`src/rtl/text_writer.sv`:
```
// text_writer: byte-stream console writer for the 80x25 text video RAM.
// Ports: clock, reset (async high), data/attr/valid/ready byte input,
// mem_address/mem_out/mem_we/mem_in RAM port, cursor cell index.
// Build option: TEXT_WRITER_SCROLL_EN enables hardware scrolling.
module text_writer (
    input  logic        clock,
    input  logic        reset,
    input  logic [7:0]  data,
    input  logic [7:0]  attr,
    input  logic        valid,
    output logic        ready,
    output logic [11:0] mem_address,
    output logic [7:0]  mem_out,
    output logic        mem_we,
    input  logic [7:0]  mem_in,
    output logic [10:0] cursor
);

`ifdef TEXT_WRITER_SCROLL_EN
    typedef enum logic [2:0] {
        IDLE, WCHR, WATR, SCRD, SCWR, FILL, CLR
    } state_t;
`else
    typedef enum logic [2:0] {
        IDLE, WCHR, WATR, CLR
    } state_t;
`endif

    state_t      state;
    logic [7:0]  lat_d;
    logic [7:0]  lat_a;
    logic [6:0]  col;

`ifdef TEXT_WRITER_SCROLL_EN
    // High when the previous cycle was a read, i.e. mem_in now holds
    // the data for that read.
    logic        rd_d;
`else
    logic        unused_mem_in;
    assign unused_mem_in = ^mem_in;
`endif

    assign ready = (state == IDLE);

    always_ff @(posedge clock or posedge reset) begin
        if (reset) begin
            state       <= IDLE;
            cursor      <= 11'd0;
            col         <= 7'd0;
            mem_address <= 12'd0;
            mem_out     <= 8'd0;
            mem_we      <= 1'b0;
            lat_d       <= 8'd0;
            lat_a       <= 8'd0;
`ifdef TEXT_WRITER_SCROLL_EN
            rd_d        <= 1'b0;
`endif
        end else begin
`ifdef TEXT_WRITER_SCROLL_EN
            rd_d <= (state == SCRD);
`endif
            case (state)
                IDLE: begin
                    mem_we <= 1'b0;
                    if (valid) begin
                        lat_d <= data;
                        lat_a <= attr;
                        case (data)
                            8'h0D: begin
                                cursor <= cursor - {4'd0, col};
                                col    <= 7'd0;
                            end
                            8'h0A: begin
                                if (cursor < 11'd1920) begin
                                    cursor <= cursor + 11'd80;
                                end else begin
`ifdef TEXT_WRITER_SCROLL_EN
                                    state       <= SCRD;
                                    mem_address <= 12'd160;
`else
                                    cursor <= cursor - 11'd1920;
`endif
                                end
                            end
                            8'h08: begin
                                if (cursor != 11'd0) begin
                                    cursor <= cursor - 11'd1;
                                    col    <= (col == 7'd0) ? 7'd79
                                                            : col - 7'd1;
                                end
                            end
                            8'h0C: begin
                                state       <= CLR;
                                mem_address <= 12'd0;
                                mem_out     <= 8'h20;
                                mem_we      <= 1'b1;
                            end
                            default: begin
                                state       <= WCHR;
                                mem_address <= {cursor, 1'b0};
                                mem_out     <= data;
                                mem_we      <= 1'b1;
                            end
                        endcase
                    end
                end
                WCHR: begin
                    mem_address <= {cursor, 1'b1};
                    mem_out     <= lat_a;
                    state       <= WATR;
                end
                WATR: begin
                    mem_we <= 1'b0;
                    if (cursor == 11'd1999) begin
                        col <= 7'd0;
`ifdef TEXT_WRITER_SCROLL_EN
                        cursor      <= 11'd1920;
                        state       <= SCRD;
                        mem_address <= 12'd160;
`else
                        cursor <= 11'd0;
                        state  <= IDLE;
`endif
                    end else begin
                        cursor <= cursor + 11'd1;
                        col    <= (col == 7'd79) ? 7'd0 : col + 7'd1;
                        state  <= IDLE;
                    end
                end
`ifdef TEXT_WRITER_SCROLL_EN
                // Reads and writes are interleaved one byte apart so the
                // registered write data has a full cycle to arrive:
                // R160 R161 W0 R162 W1 ... R3999 W3838 W3839.
                SCRD: begin
                    if (rd_d) mem_out <= mem_in;
                    if (mem_address == 12'd160) begin
                        mem_address <= 12'd161;
                    end else begin
                        mem_address <= mem_address - 12'd161;
                        mem_we      <= 1'b1;
                        state       <= SCWR;
                    end
                end
                SCWR: begin
                    if (rd_d) mem_out <= mem_in;
                    if (mem_address == 12'd3838) begin
                        mem_address <= 12'd3839;
                    end else if (mem_address == 12'd3839) begin
                        mem_address <= 12'd3840;
                        mem_out     <= 8'h20;
                        state       <= FILL;
                    end else begin
                        mem_address <= mem_address + 12'd162;
                        mem_we      <= 1'b0;
                        state       <= SCRD;
                    end
                end
                FILL: begin
                    if (mem_address == 12'd3999) begin
                        mem_we <= 1'b0;
                        state  <= IDLE;
                    end else begin
                        mem_address <= mem_address + 12'd1;
                        mem_out     <= mem_address[0] ? 8'h20 : lat_a;
                    end
                end
`endif
                CLR: begin
                    if (mem_address == 12'd3999) begin
                        mem_we <= 1'b0;
                        cursor <= 11'd0;
                        col    <= 7'd0;
                        state  <= IDLE;
                    end else begin
                        mem_address <= mem_address + 12'd1;
                        mem_out     <= mem_address[0] ? 8'h20 : lat_a;
                    end
                end
                default: state <= IDLE;
            endcase
        end
    end

endmodule

```
`config.mk`:
```
export PLATFORM = sky130hd
export DESIGN_NAME = text_writer
export DESIGN_NICKNAME = d
export VERILOG_FILES = /design/src/rtl/text_writer.sv
export SDC_FILE = /design/constraint.sdc
export NUM_CORES = 1
export LEC_CHECK = 0
export BUFFER_PORTS_ARGS = -buffer_cell sky130_fd_sc_hd__buf_2
export CORE_MARGIN = 2
export CORE_UTILIZATION = 50
export CTS_CLUSTER_DIAMETER = 120
export CTS_CLUSTER_SIZE = 10
export DETAILED_ROUTE_END_ITERATION = 12
export GPL_TIMING_DRIVEN = 0
export PLACE_DENSITY = 0.73
export RECOVER_POWER = 25
export SLEW_MARGIN = 15
export SYNTH_ARGS = -nofsm -noshare
export SYNTH_HDL_FRONTEND = slang
export SYNTH_SLANG_ARGS = --single-unit
```
`constraint.sdc`:
```
create_clock -name clock -period 2.7 [get_ports clock]
set_input_delay 0.135 -clock clock [delete_from_list [all_inputs] [get_ports clock]]
set_output_delay 0.135 -clock clock [all_outputs]
set_load 0.02 [all_outputs]
```
After elaboration in Yosys (flattened, before gate mapping)
Index checks and enable logic that the tools add are counted.
{"block": "op_classes", "addsub": 8, "order_cmp": 1, "n_eq_ne": 17, "muxes": 32, "reduce_logical": 12}
{"cell": "11-bit one-hot mux with 3 select lines", "n": 2}
{"cell": "11-bit two-way mux", "n": 5}
{"cell": "7-bit two-way mux", "n": 6}
{"cell": "12-bit one-hot mux with 3 select lines", "n": 1}
{"cell": "8-bit by 4-bit equality test with 1-bit output (second input constant)", "n": 4}
{"cell": "12-bit two-way mux", "n": 2}
{"cell": "8-bit two-way mux", "n": 3}
{"cell": "12-bit one-hot mux with 2 select lines", "n": 1}
{"cell": "8-bit one-hot mux with 3 select lines", "n": 1}
{"cell": "7-bit one-hot mux with 3 select lines", "n": 1}
{"cell": "8-bit one-hot mux with 2 select lines", "n": 1}
{"cell": "7-bit one-hot mux with 2 select lines", "n": 1}
{"cell": "12-bit by 1-bit adder with 12-bit output (second input constant)", "n": 1}
{"cell": "12-bit equality test (second input constant)", "n": 1}
{"cell": "11-bit by 1-bit adder with 11-bit output (second input constant)", "n": 1}
{"cell": "11-bit by 7-bit adder with 11-bit output (second input constant)", "n": 1}
{"cell": "11-bit equality test (second input constant)", "n": 1}
{"cell": "11-bit less-than comparator (second input constant)", "n": 1}
{"cell": "11-bit nonzero test", "n": 1}
{"cell": "11-bit by 1-bit subtractor with 11-bit output (second input constant)", "n": 1}
{"cell": "11-bit subtractor (second input constant)", "n": 1}
{"cell": "11-bit by 7-bit subtractor with 11-bit output", "n": 1}
{"cell": "5-bit AND reduction", "n": 2}
{"cell": "3-bit one-hot mux with 3 select lines", "n": 1}
{"cell": "20 further kinds", "n": 29}
{"block": "word_totals", "ff_bits": 50, "in_bits": 27, "output_inout_bits": 33, "elab_cells": 77}

Logic depth before layout (Yosys ltp)
Gate-level depths: netlist of run 1.
{"block": "logic_depth", "ltp_word": 6, "mapped_depth": 14, "depth_no_buf": 13}

Least setup slack after synthesis of run 1
OpenSTA, ideal clock, no wires.
{"block": "synth_timing", "path_kind": "input-to-reg", "start": "input port data[7]", "end": "register cursor[10]", "setup_ps": 135, "t_arrival_ps": 2986, "required_ps": 2565, "slack_ps": -421, "stages": 14, "path_buffers": 1, "cell_sequence": "nor4_4 -> nand2_1 -> or3_1 -> clkbuf_1 -> nand2_1 -> ha_1 -> inv_1 -> fa_1 -> a211oi_1 -> o21ai_0 -> a311oi_1 -> a311oi_1 -> o21ai_1 -> o311ai_1"}
{"block": "synth_between", "elab_chain_len": 4, "word_cells_on_any_way": 9, "classes_between": "eq/ne: 5; mux: 3; reduce/logical: 1"}
{"item": "start: declaration", "line": "8", "source": "input logic [7:0] data,"}
{"item": "8-bit by 4-bit equality test with 1-bit output", "line": "68", "source": "case (data)"}
{"item": "11-bit one-hot mux with 3 select lines", "line": "68"}
{"item": "11-bit two-way mux", "line": "65", "source": "if (valid) begin"}
{"item": "11-bit one-hot mux with 3 select lines", "line": "62", "source": "case (state)"}
{"item": "end signal: assignment", "line": "70", "source": "cursor <= cursor - {4'd0, col};"}
{"item": "end signal: assignment", "line": "75", "source": "cursor <= cursor + 11'd80;"}
{"item": "end signal: assignment", "line": "81", "source": "cursor <= cursor - 11'd1920;"}
{"item": "end: declaration", "line": "16", "source": "output logic [10:0] cursor"}
Parallel ways exist; a longest one is shown, timed or not. The select of a mux whose other input is x is not followed.
A chain may end at the register's enable or synchronous reset.

Worst setup path after layout of run 1
{"block": "layout_timing", "start": "input port data[6]", "end": "register cursor[10]"}
Same word-level chain as after synthesis.

==> run metrics, run 1 <==
run status=finished clean; all-layer global routing usage=25.1%; mean area per synthesized cell=8.43 µm²; Final ANT Viol Nets=0; synthesized area=0.00368 mm²; post-synth net total=480; type of the worst min-delay path=input pin to flip-flop; net count of the finished layout=546; Final Hold Vio Count=0; count of final setup violators=0; number of synthesized flops with an enable pin=0; share of flip-flops with an asynchronous set or reset=100%; power consumption=4830 µW; VDD IR max=0.728 mV; total area of multi-input combinational cells=0.00234 mm²; DR vias=3761; crit path launch=data[6]; cell with the most instances after synthesis=sky130_fd_sc_hd__dfrtp_1; Root Buffer Master=sky130_fd_sc_hd__clkbuf_8; clock tree from TritonCTS=yes; nature of the critical path endpoint=flip-flop; DRC violations left=0; count of mapped cells out of synthesis=436; transition at the pin with the smallest max-transition slack=0.901 ns; hpwl dp=7.73 mm; Top-Level Pins=60; Final Max Slew Viols=0; max_cap viols=0; vias in the first global route=3399; Filler Cells Inserted=659; Num CTS Buffers=5; leakage=0.00187 µW; required time at the worst-slack endpoint=2.89 ns; reg-to-reg critical path startpoint=cursor[0]; violation count after the first detailed-route iteration=347; time the final worst path needs with I/O delays and setup=2.70 ns; final WL=10.4 mm; largest net degree at the start of global routing=37; maximum clock skew at final layout=0.00596 ns; ranking of synthesized cells by instance count=49 x sky130_fd_sc_hd__dfrtp_1, 43 x sky130_fd_sc_hd__nand2_1, 39 x sky130_fd_sc_hd__nor2_1, 28 x sky130_fd_sc_hd__o21ai_0, 20 x sky130_fd_sc_hd__nand3_1; wire length of the first global-routing pass=16.8 mm; worst endpoint data arrival time=2.89 ns; weighted congestion reported at the end of routability-driven placement=0.885; kind of critical path=input pin to flip-flop; final total negative setup slack=0 ns; initial antenna violation count=0; source-to-sink clock delay at the later pin of the worst-skew pair=0.31 ns; worst min-delay path startpoint=attr[5]; startpoint types=input pin; effective utilization at floorplan=51.2%; maximum frequency from static timing analysis=0.371 GHz; critical-path maximum fanout=4; horizontal extent of the die=89.7 µm; total power per unit cell area=1120 mW/mm²; fraction of final layout cells sized beyond drive strength 1=24.5%; die area=0.00805 mm²; portion of synthesized cell area occupied by the leading cell type=33.4%; register bit total from synthesis=49; combined flip-flop and latch cell area=0.00123 mm²; wire per inst=17.3 µm; Synth cell types=64; die extent in y=89.7 µm; Slew headroom=39.9%; placement row count=31; Sinks on Clock Net=49; P&R area growth vs syn=17.5%; vias per inst=6.25; clock tree buffer depth=2; number of H-tree levels=2; total of warnings raised by yosys=0; clock input transition at the sequential cells of the worst setup and hold paths=0.10 ns; worst reg2reg setup slack=0.12 ns; total of buffers placed on input and output ports=50; Core ar.=0.00718 mm²; ys flop type=sky130_fd_sc_hd__dfrtp_1; Remaining Overflow, GRT=0; antenna diode instance count=0; Synth area leaders=sky130_fd_sc_hd__dfrtp_1 33%, sky130_fd_sc_hd__ha_1 5.4%, sky130_fd_sc_hd__nand2_1 4.4%; setup repair after global routing missed its margin=yes; Period Utilization, post-route=99.9%; area leader, netlist=sky130_fd_sc_hd__dfrtp_1; drt first pass iters=5; sequential element share of the synthesized area=33.4%
-- cells in the final DEF (no fill, tap or decap), drive strengths merged, types with 6 or more instances in the layout --
cell     n
ha      16
nand2   43
a31oi   16
clkbuf  16
a21o     8
nand3   20
buf     73
nor2    39
o21ai   41
inv     20
mux2     8
nand3b   7
nor3    12
nor2b    8
dfrtp   49
and3     7
nand4    7
nor3b    6
a21oi   17
o31ai   10
-- power breakdown --
group	total (µW)	internal, µW	switching [µW]
Sequential	1400	1040	356
Clock	476	189	287
Combinational	2960	1170	1780
Total	4830	2410	2430
-- critical path, stage by stage --
cell and delay (ns):
sky130_fd_sc_hd__buf_8 0.10, sky130_fd_sc_hd__nor4_4 0.32, sky130_fd_sc_hd__nand2_1 0.12, sky130_fd_sc_hd__or3_4 0.40, sky130_fd_sc_hd__nand2_2 0.08, sky130_fd_sc_hd__ha_4 0.14, sky130_fd_sc_hd__inv_2 0.04, sky130_fd_sc_hd__fa_2 0.38
sky130_fd_sc_hd__a211oi_2 0.27, sky130_fd_sc_hd__o21ai_2 0.11, sky130_fd_sc_hd__a311oi_2 0.25, sky130_fd_sc_hd__buf_4 0.18, sky130_fd_sc_hd__a311oi_2 0.09, sky130_fd_sc_hd__o21ai_1 0.16, sky130_fd_sc_hd__o311ai_1 0.10
-- final cells by class --
cell class	instances	share of cell area (%)
flip-flops and latches	49	28.4
clock buffers	5	1.59
clock inverters	3	0.608
multi-input cells	342	54.1
well taps	99	2.87
repair buffers	60	7.91
plain buffers	25	2.90
inverters	19	1.65
-- final timing paths --
check / endpoint / cells after the start
min in group asynchronous: col[5] / 3
max reg2reg: cursor[10] / 11
min reg2reg: mem_out[5] / 2
max: cursor[10] / 15
min: lat_a[5] / 2
max in group asynchronous: cursor[10] / 4
-- cells by family after synthesis --
logic type | share of synthesized area (%)
mux | 3.00
xor+xnor | 0.953
fa+ha+maj | 5.99
simple gates | 25.1
buf+inv | 5.45
flops | 33.4
compound gates | 26.2
-- timing repair --
item	4_1_cts	5_1_grt
setup endpoints to repair	6	4
pin swaps	5	13
buffers inserted	6	2
hold buffers	1	0
endpoints found under the hold margin	13	0
gates resized for setup	5	19
-- registers in the layout (all words and copies together), names as in the netlist --
register	flops
mem_we	1
mem_out	8
col	7
mem_address	12
cursor	11
state	2
lat_a	8
-- metrics by stage --
step	hold slack, ns	instance area [µm²]	instances	setup WS (ns)	utilization, %
after floorplan	0.260	3690	436	-0.172	-
after global placement	0.368	4070	585	-0.808	56.7
after detailed placement	0.136	4090	586	-0.840	56.9
after CTS	0.0485	4250	600	0.0146	59.2
after global routing	0.0356	4320	602	-0.0700	60.2
final	0.0479	4320	602	0.00281	60.2
-- metal layers --
metal / wire length (µm) / GRT usage, % / share of wire [%]
met3: 660 / 3.86 / 6.3
met4: 153 / 7.05 / 1.5
met1: 4550 / 34.7 / 44
met5: 0 / 0 / 0
met2: 5050 / 41.0 / 49
(Power assumes the default switching activity.)
==> run 2: changes to the inputs <==
Settings changed: CORE_UTILIZATION 50 to 40, PLACE_DENSITY 0.73 to 0.61.
==> run metrics, run 2 (synthesis results as in run 1) <==
Core ar.=0.00881 mm²; Remaining Overflow, GRT=0; Final Max Slew Viols=0; kind of critical path=input pin to flip-flop; largest net degree at the start of global routing=31; antenna diode instance count=0; largest registers=mem_address x12, cursor x11; pre-CTS setup slack=-0.797 ns; crit path launch=data[5]; Slew headroom=43.1%; time the final worst path needs with I/O delays and setup=2.67 ns; Largest register FFs=12; startpoint types=input pin; number of H-tree levels=2; placement row count=34; violation count after the first detailed-route iteration=287; run status=finished clean; combined flip-flop and latch cell area=0.00123 mm²; Final Worst Setup Slack=0.0311 ns; r2r worst-path depth=11; post-route standard cell area excluding fillers=0.00442 mm²; clock input transition at the sequential cells of the worst setup and hold paths=0.11 ns; DRC violations left=0; reg-to-reg critical path startpoint=cursor[0]; endpoint of the worst hold path=lat_a[4]; die area=0.00997 mm²; die extent in y=99.9 µm; total power per unit cell area=1110 mW/mm²; nature of the critical path endpoint=flip-flop; utilization after layout=50.2%; Root Buffer Master=sky130_fd_sc_hd__clkbuf_8; RR Endpoint=cursor[10]; register bank with the most flops=mem_address; Top-Level Pins=60; leakage=0.00191 µW; all-layer global routing usage=22.6%; Final ANT Viol Nets=0; wire length of the first global-routing pass=18.1 mm; wire per inst=18.0 µm; source-to-sink clock delay at the later pin of the worst-skew pair=0.31 ns; transition at the pin with the smallest max-transition slack=0.842 ns; worst reg2reg setup slack=0.15 ns; net count of the finished layout=556; P&R area growth vs syn=20.3%; Num CTS Buffers=5; drt first pass iters=8; clock tree from TritonCTS=yes; Period Utilization, post-route=98.8%; Sinks on Clock Net=49; weighted congestion reported at the end of routability-driven placement=0.981; type of the worst min-delay path=input pin to flip-flop; most common cell after layout, fill and taps aside=sky130_fd_sc_hd__buf_2; initial antenna violation count=0; hpwl dp=7.93 mm; vias per inst=6.09; count of final setup violators=0; DR vias=3779; horizontal extent of the die=99.9 µm; critical-path maximum fanout=4; WHS Path Cells=2; post-placement cell area=0.00410 mm²; clock tree buffer depth=2; effective utilization at floorplan=41.7%; final WL=11.2 mm; setup repair after global routing missed its margin=yes; vias in the first global route=3517; worst min-delay path startpoint=attr[4]; VDD IR max=0.438 mV; commonest cells after routing, fill and taps aside=60 x sky130_fd_sc_hd__buf_2, 49 x sky130_fd_sc_hd__dfrtp_1, 41 x sky130_fd_sc_hd__nand2_1; Filler Cells Inserted=886; fraction of final layout cells sized beyond drive strength 1=25.7%; max_cap viols=0; maximum frequency from static timing analysis=0.375 GHz; required time at the worst-slack endpoint=2.88 ns; maximum clock skew at final layout=0.0130 ns; total of buffers placed on input and output ports=50; Final Hold Vio Count=0; worst endpoint data arrival time=2.85 ns; total area of multi-input combinational cells=0.00236 mm²
[run 2: cell types whose count changed in the layout (fill, tap and decap cells not counted), moves of 2 or more]
cell                         delta
sky130_fd_sc_hd__clkinvlp_4     -2
sky130_fd_sc_hd__buf_4         +11
sky130_fd_sc_hd__o21ai_1        +3
sky130_fd_sc_hd__o21ai_2        -2
sky130_fd_sc_hd__o21ai_0        -2
[run 2: area by class of cell]
cell class,instances,share of cell area [%]
Buffer,25,2.83
Clock buffer,5,1.56
Sequential cell,49,27.7
Tap cell,108,3.06
Timing Repair Buffer,70,9.23
Multi-Input combinational cell,342,53.3
Inverter,19,1.61
Clock inverter,3,0.651
[run 2: where the power goes]
| part | switching, µW | internal [µW] | total (µW) |
|---|---|---|---|
| combinational | 1840 | 1190 | 3030 |
| clock | 289 | 195 | 484 |
| sequential | 353 | 1040 | 1390 |
| total | 2480 | 2430 | 4910 |
[run 2: metrics by stage]
stage	hold WS (ns)	setup TNS [ns]	power, µW	std cells
finish	0.0478	0	4910	621
global route	0.0360	-0.0647	5320	621
CTS	0.0377	0	4760	620
detailed placement	0.180	-3.43	4190	595
global placement	0.369	-3.36	4150	594
floorplan	0.260	-0.350	3380	436
[run 2: worst max-delay path by stage]
stage | end | slack [ns] | cells past startpoint
6_report | cursor[10] | 0.03 | 15
5_1_grt | cursor[10] | -0.05 | 14
4_1_cts | cursor[10] | 0.0006 | 14
3_5_place_dp | cursor[10] | -0.80 | 15
3_3_place_gp | cursor[10] | -0.79 | 14
2_1_floorplan | cursor[10] | -0.17 | 14
[run 2: timing repair]
item / in CTS / in global routing
hold buffers: 1 / 0
resized for setup: 9 / 17
setup endpoints to repair: 6 / 7
buffers inserted: 17 / 1
hold endpoints to repair: 19 / 0
pin swaps: 9 / 10
[run 2: worst max-delay path, stage by stage]
cell                       delay (ns)
sky130_fd_sc_hd__buf_4           0.13
sky130_fd_sc_hd__nor4_4          0.32
sky130_fd_sc_hd__nand2_1         0.13
sky130_fd_sc_hd__or3_4           0.36
sky130_fd_sc_hd__nand2_2         0.08
sky130_fd_sc_hd__ha_4            0.13
sky130_fd_sc_hd__inv_2           0.03
sky130_fd_sc_hd__fa_2            0.37
sky130_fd_sc_hd__a211oi_4        0.26
sky130_fd_sc_hd__o21ai_2         0.10
sky130_fd_sc_hd__a311oi_2        0.26
sky130_fd_sc_hd__buf_4           0.17
sky130_fd_sc_hd__a311oi_1        0.09
sky130_fd_sc_hd__o21ai_1         0.14
sky130_fd_sc_hd__o311ai_1        0.13
[run 2: metal layers]
layer / GRT usage [%] / vias to the layer above / routed length, µm / part of all wire, %
li1: - / 1780 / - / -
met1: 32.8 / 1847 / 5190 / 46
met2: 35.9 / 140 / 5230 / 47
met3: 2.99 / 12 / 639 / 5.7
met4: 5.27 / 0 / 137 / 1.2
met5: 0 / - / 0 / 0
==> run 3: changes to the inputs <==
Settings changed: MAX_ROUTING_LAYER from default to met4.
Clock period 2.7 ns to 2.8 ns, I/O delays scaled along.
==> run metrics, run 3 (synthesis results as in run 1) <==
post-route standard cell area excluding fillers=0.00431 mm²; time the final worst path needs with I/O delays and setup=2.69 ns; utilization after layout=49.0%; VDD IR max=0.475 mV; total of buffers placed on input and output ports=50; Final Hold Vio Count=0; WHS Path Cells=2; Period Utilization, post-route=96.0%; critical-path maximum fanout=4; wire length of the first global-routing pass=17.7 mm; final total negative setup slack=0 ns; vias in the first global route=3524; GRT busiest layer=met2; commonest cells after routing, fill and taps aside=61 x sky130_fd_sc_hd__buf_2, 49 x sky130_fd_sc_hd__dfrtp_1, 42 x sky130_fd_sc_hd__nand2_1; number of H-tree levels=2; count of final setup violators=0; register bank with the most flops=mem_address; startpoint types=input pin; nature of the critical path endpoint=flip-flop; pre-CTS setup slack=-0.730 ns; Largest register FFs=12; P&R area growth vs syn=17.3%; cell-by-cell listing of the critical path=buf_8 -> nor4_4 -> nand2_1 -> or3_4 -> nand2_4 -> ha_4 -> inv_2 -> fa_2 -> a211oi_4 -> o21ai_2 -> a311oi_2 -> buf_4 -> a311oi_2 -> o21ai_1 -> o311ai_1; clock tree from TritonCTS=yes; initial antenna violation count=0; most common cell after layout, fill and taps aside=sky130_fd_sc_hd__buf_2; drt first pass iters=5; kind of critical path=input pin to flip-flop; Core ar.=0.00881 mm²; routing usage on met3=3.13%; max_cap viols=0; Largest delay share family, worst path=simple AND/OR/NAND/NOR gates; DRC violations left=0; vias per inst=6.13; Root Buffer Master=sky130_fd_sc_hd__clkbuf_8; leakage=0.00186 µW; maximum frequency from static timing analysis=0.372 GHz; violation count after the first detailed-route iteration=314; met2 Usage GRT=35.4%; Filler Cells Inserted=878; setup repair after global routing missed its margin=yes; horizontal extent of the die=99.9 µm; post-placement cell area=0.00410 mm²; largest net degree at the start of global routing=30; hpwl dp=8.04 mm; antenna diode instance count=0; Final Max Slew Viols=0; total stage count of the critical path=15; largest registers=mem_address x12, cursor x11; source-to-sink clock delay at the later pin of the worst-skew pair=0.31 ns; total area of multi-input combinational cells=0.00232 mm²; combined flip-flop and latch cell area=0.00123 mm²; clock tree buffer depth=2; Remaining Overflow, GRT=0; effective utilization at floorplan=41.7%; Num CTS Buffers=5; wire per inst=17.8 µm; Buffers & Inverters on Critical Path=3; Final ANT Viol Nets=0; r2r worst-path depth=11; die area=0.00997 mm²; run status=finished clean; type of the worst min-delay path=input pin to flip-flop; Sinks on Clock Net=49; clock input transition at the sequential cells of the worst setup and hold paths=0.10 ns; met1 track utilization from global routing=31.4%; most used cell along the critical path=sky130_fd_sc_hd__a311oi_2; final WL=10.9 mm; worst endpoint data arrival time=2.88 ns; Final Worst Setup Slack=0.111 ns; power consumption=4680 µW; Top-Level Pins=60; required time at the worst-slack endpoint=2.99 ns; placement row count=34; maximum clock skew at final layout=0.00753 ns; die extent in y=99.9 µm; transition at the pin with the smallest max-transition slack=0.792 ns; weighted congestion reported at the end of routability-driven placement=0.986; Slew headroom=46.5%; fraction of final layout cells sized beyond drive strength 1=23.5%; total power per unit cell area=1080 mW/mm²; DR vias=3746; all-layer global routing usage=22.6%; largest incremental delay on the critical path=0.41 ns; critical-path cell with the highest stage delay=sky130_fd_sc_hd__or3_4; net count of the finished layout=546
-- run 3: cell type report --
cell class | count | area share [%]
plain buffers | 25 | 2.90
clock buffers | 5 | 1.60
clock inverters | 3 | 0.609
inverters | 19 | 1.65
multi-input cells | 342 | 53.8
flip-flops and latches | 49 | 28.4
well taps | 108 | 3.13
repair buffers | 60 | 7.92
-- run 3: metal layers --
metal / wire length (µm) / part of all wire (%)
met1: 5030 / 46
met2: 5100 / 47
met3: 568 / 5.2
met4: 203 / 1.9
met5: 0 / 0
-- run 3: path summary, 6_finish.rpt --
kind	from	slack, ns	end
max in group asynchronous	reset	1.05	col[4]
hold / removal	attr[7]	0.05	lat_a[7]
setup reg to reg	cursor[0]	0.25	cursor[10]
hold reg to reg	mem_out[5]	0.51	mem_out[5]
setup / recovery	data[6]	0.11	cursor[10]
min in group asynchronous	reset	0.50	lat_a[2]
-- run 3: timing repair --
action / CTS / global route
pin swaps: 4 / 11
endpoints found under the hold margin: 20 / 0
buffers inserted: 2 / 6
hold buffers: 1 / 0
resized for setup: 1 / 18
endpoints found under the setup margin: 4 / 2
-- run 3: worst register-to-register path, cell delays in order (launching register included) --
cell and delay, ns:
sky130_fd_sc_hd__dfrtp_1 0.47, sky130_fd_sc_hd__inv_1 0.22, sky130_fd_sc_hd__ha_4 0.18, sky130_fd_sc_hd__inv_2 0.04, sky130_fd_sc_hd__fa_2 0.40, sky130_fd_sc_hd__a211oi_4 0.25
sky130_fd_sc_hd__o21ai_2 0.09, sky130_fd_sc_hd__a311oi_2 0.23, sky130_fd_sc_hd__buf_4 0.18, sky130_fd_sc_hd__a311oi_2 0.09, sky130_fd_sc_hd__o21ai_1 0.17, sky130_fd_sc_hd__o311ai_1 0.12
-- run 3: where the power goes --
| group | internal, µW | leakage [µW] | total (µW) | switching (µW) |
|---|---|---|---|---|
| clock network | 183 | 0.0000423 | 460 | 278 |
| registers | 1010 | 0.000604 | 1340 | 339 |
| logic | 1130 | 0.00121 | 2870 | 1750 |
| total | 2310 | 0.00186 | 4680 | 2360 |
-- run 3: through the flow --
step	hold slack [ns]	std cells
5_1_grt	0.0448	611
3_5_place_dp	0.190	595
4_1_cts	0.0449	605
2_1_floorplan	0.265	436
6_report	0.0511	611
3_3_place_gp	0.374	594
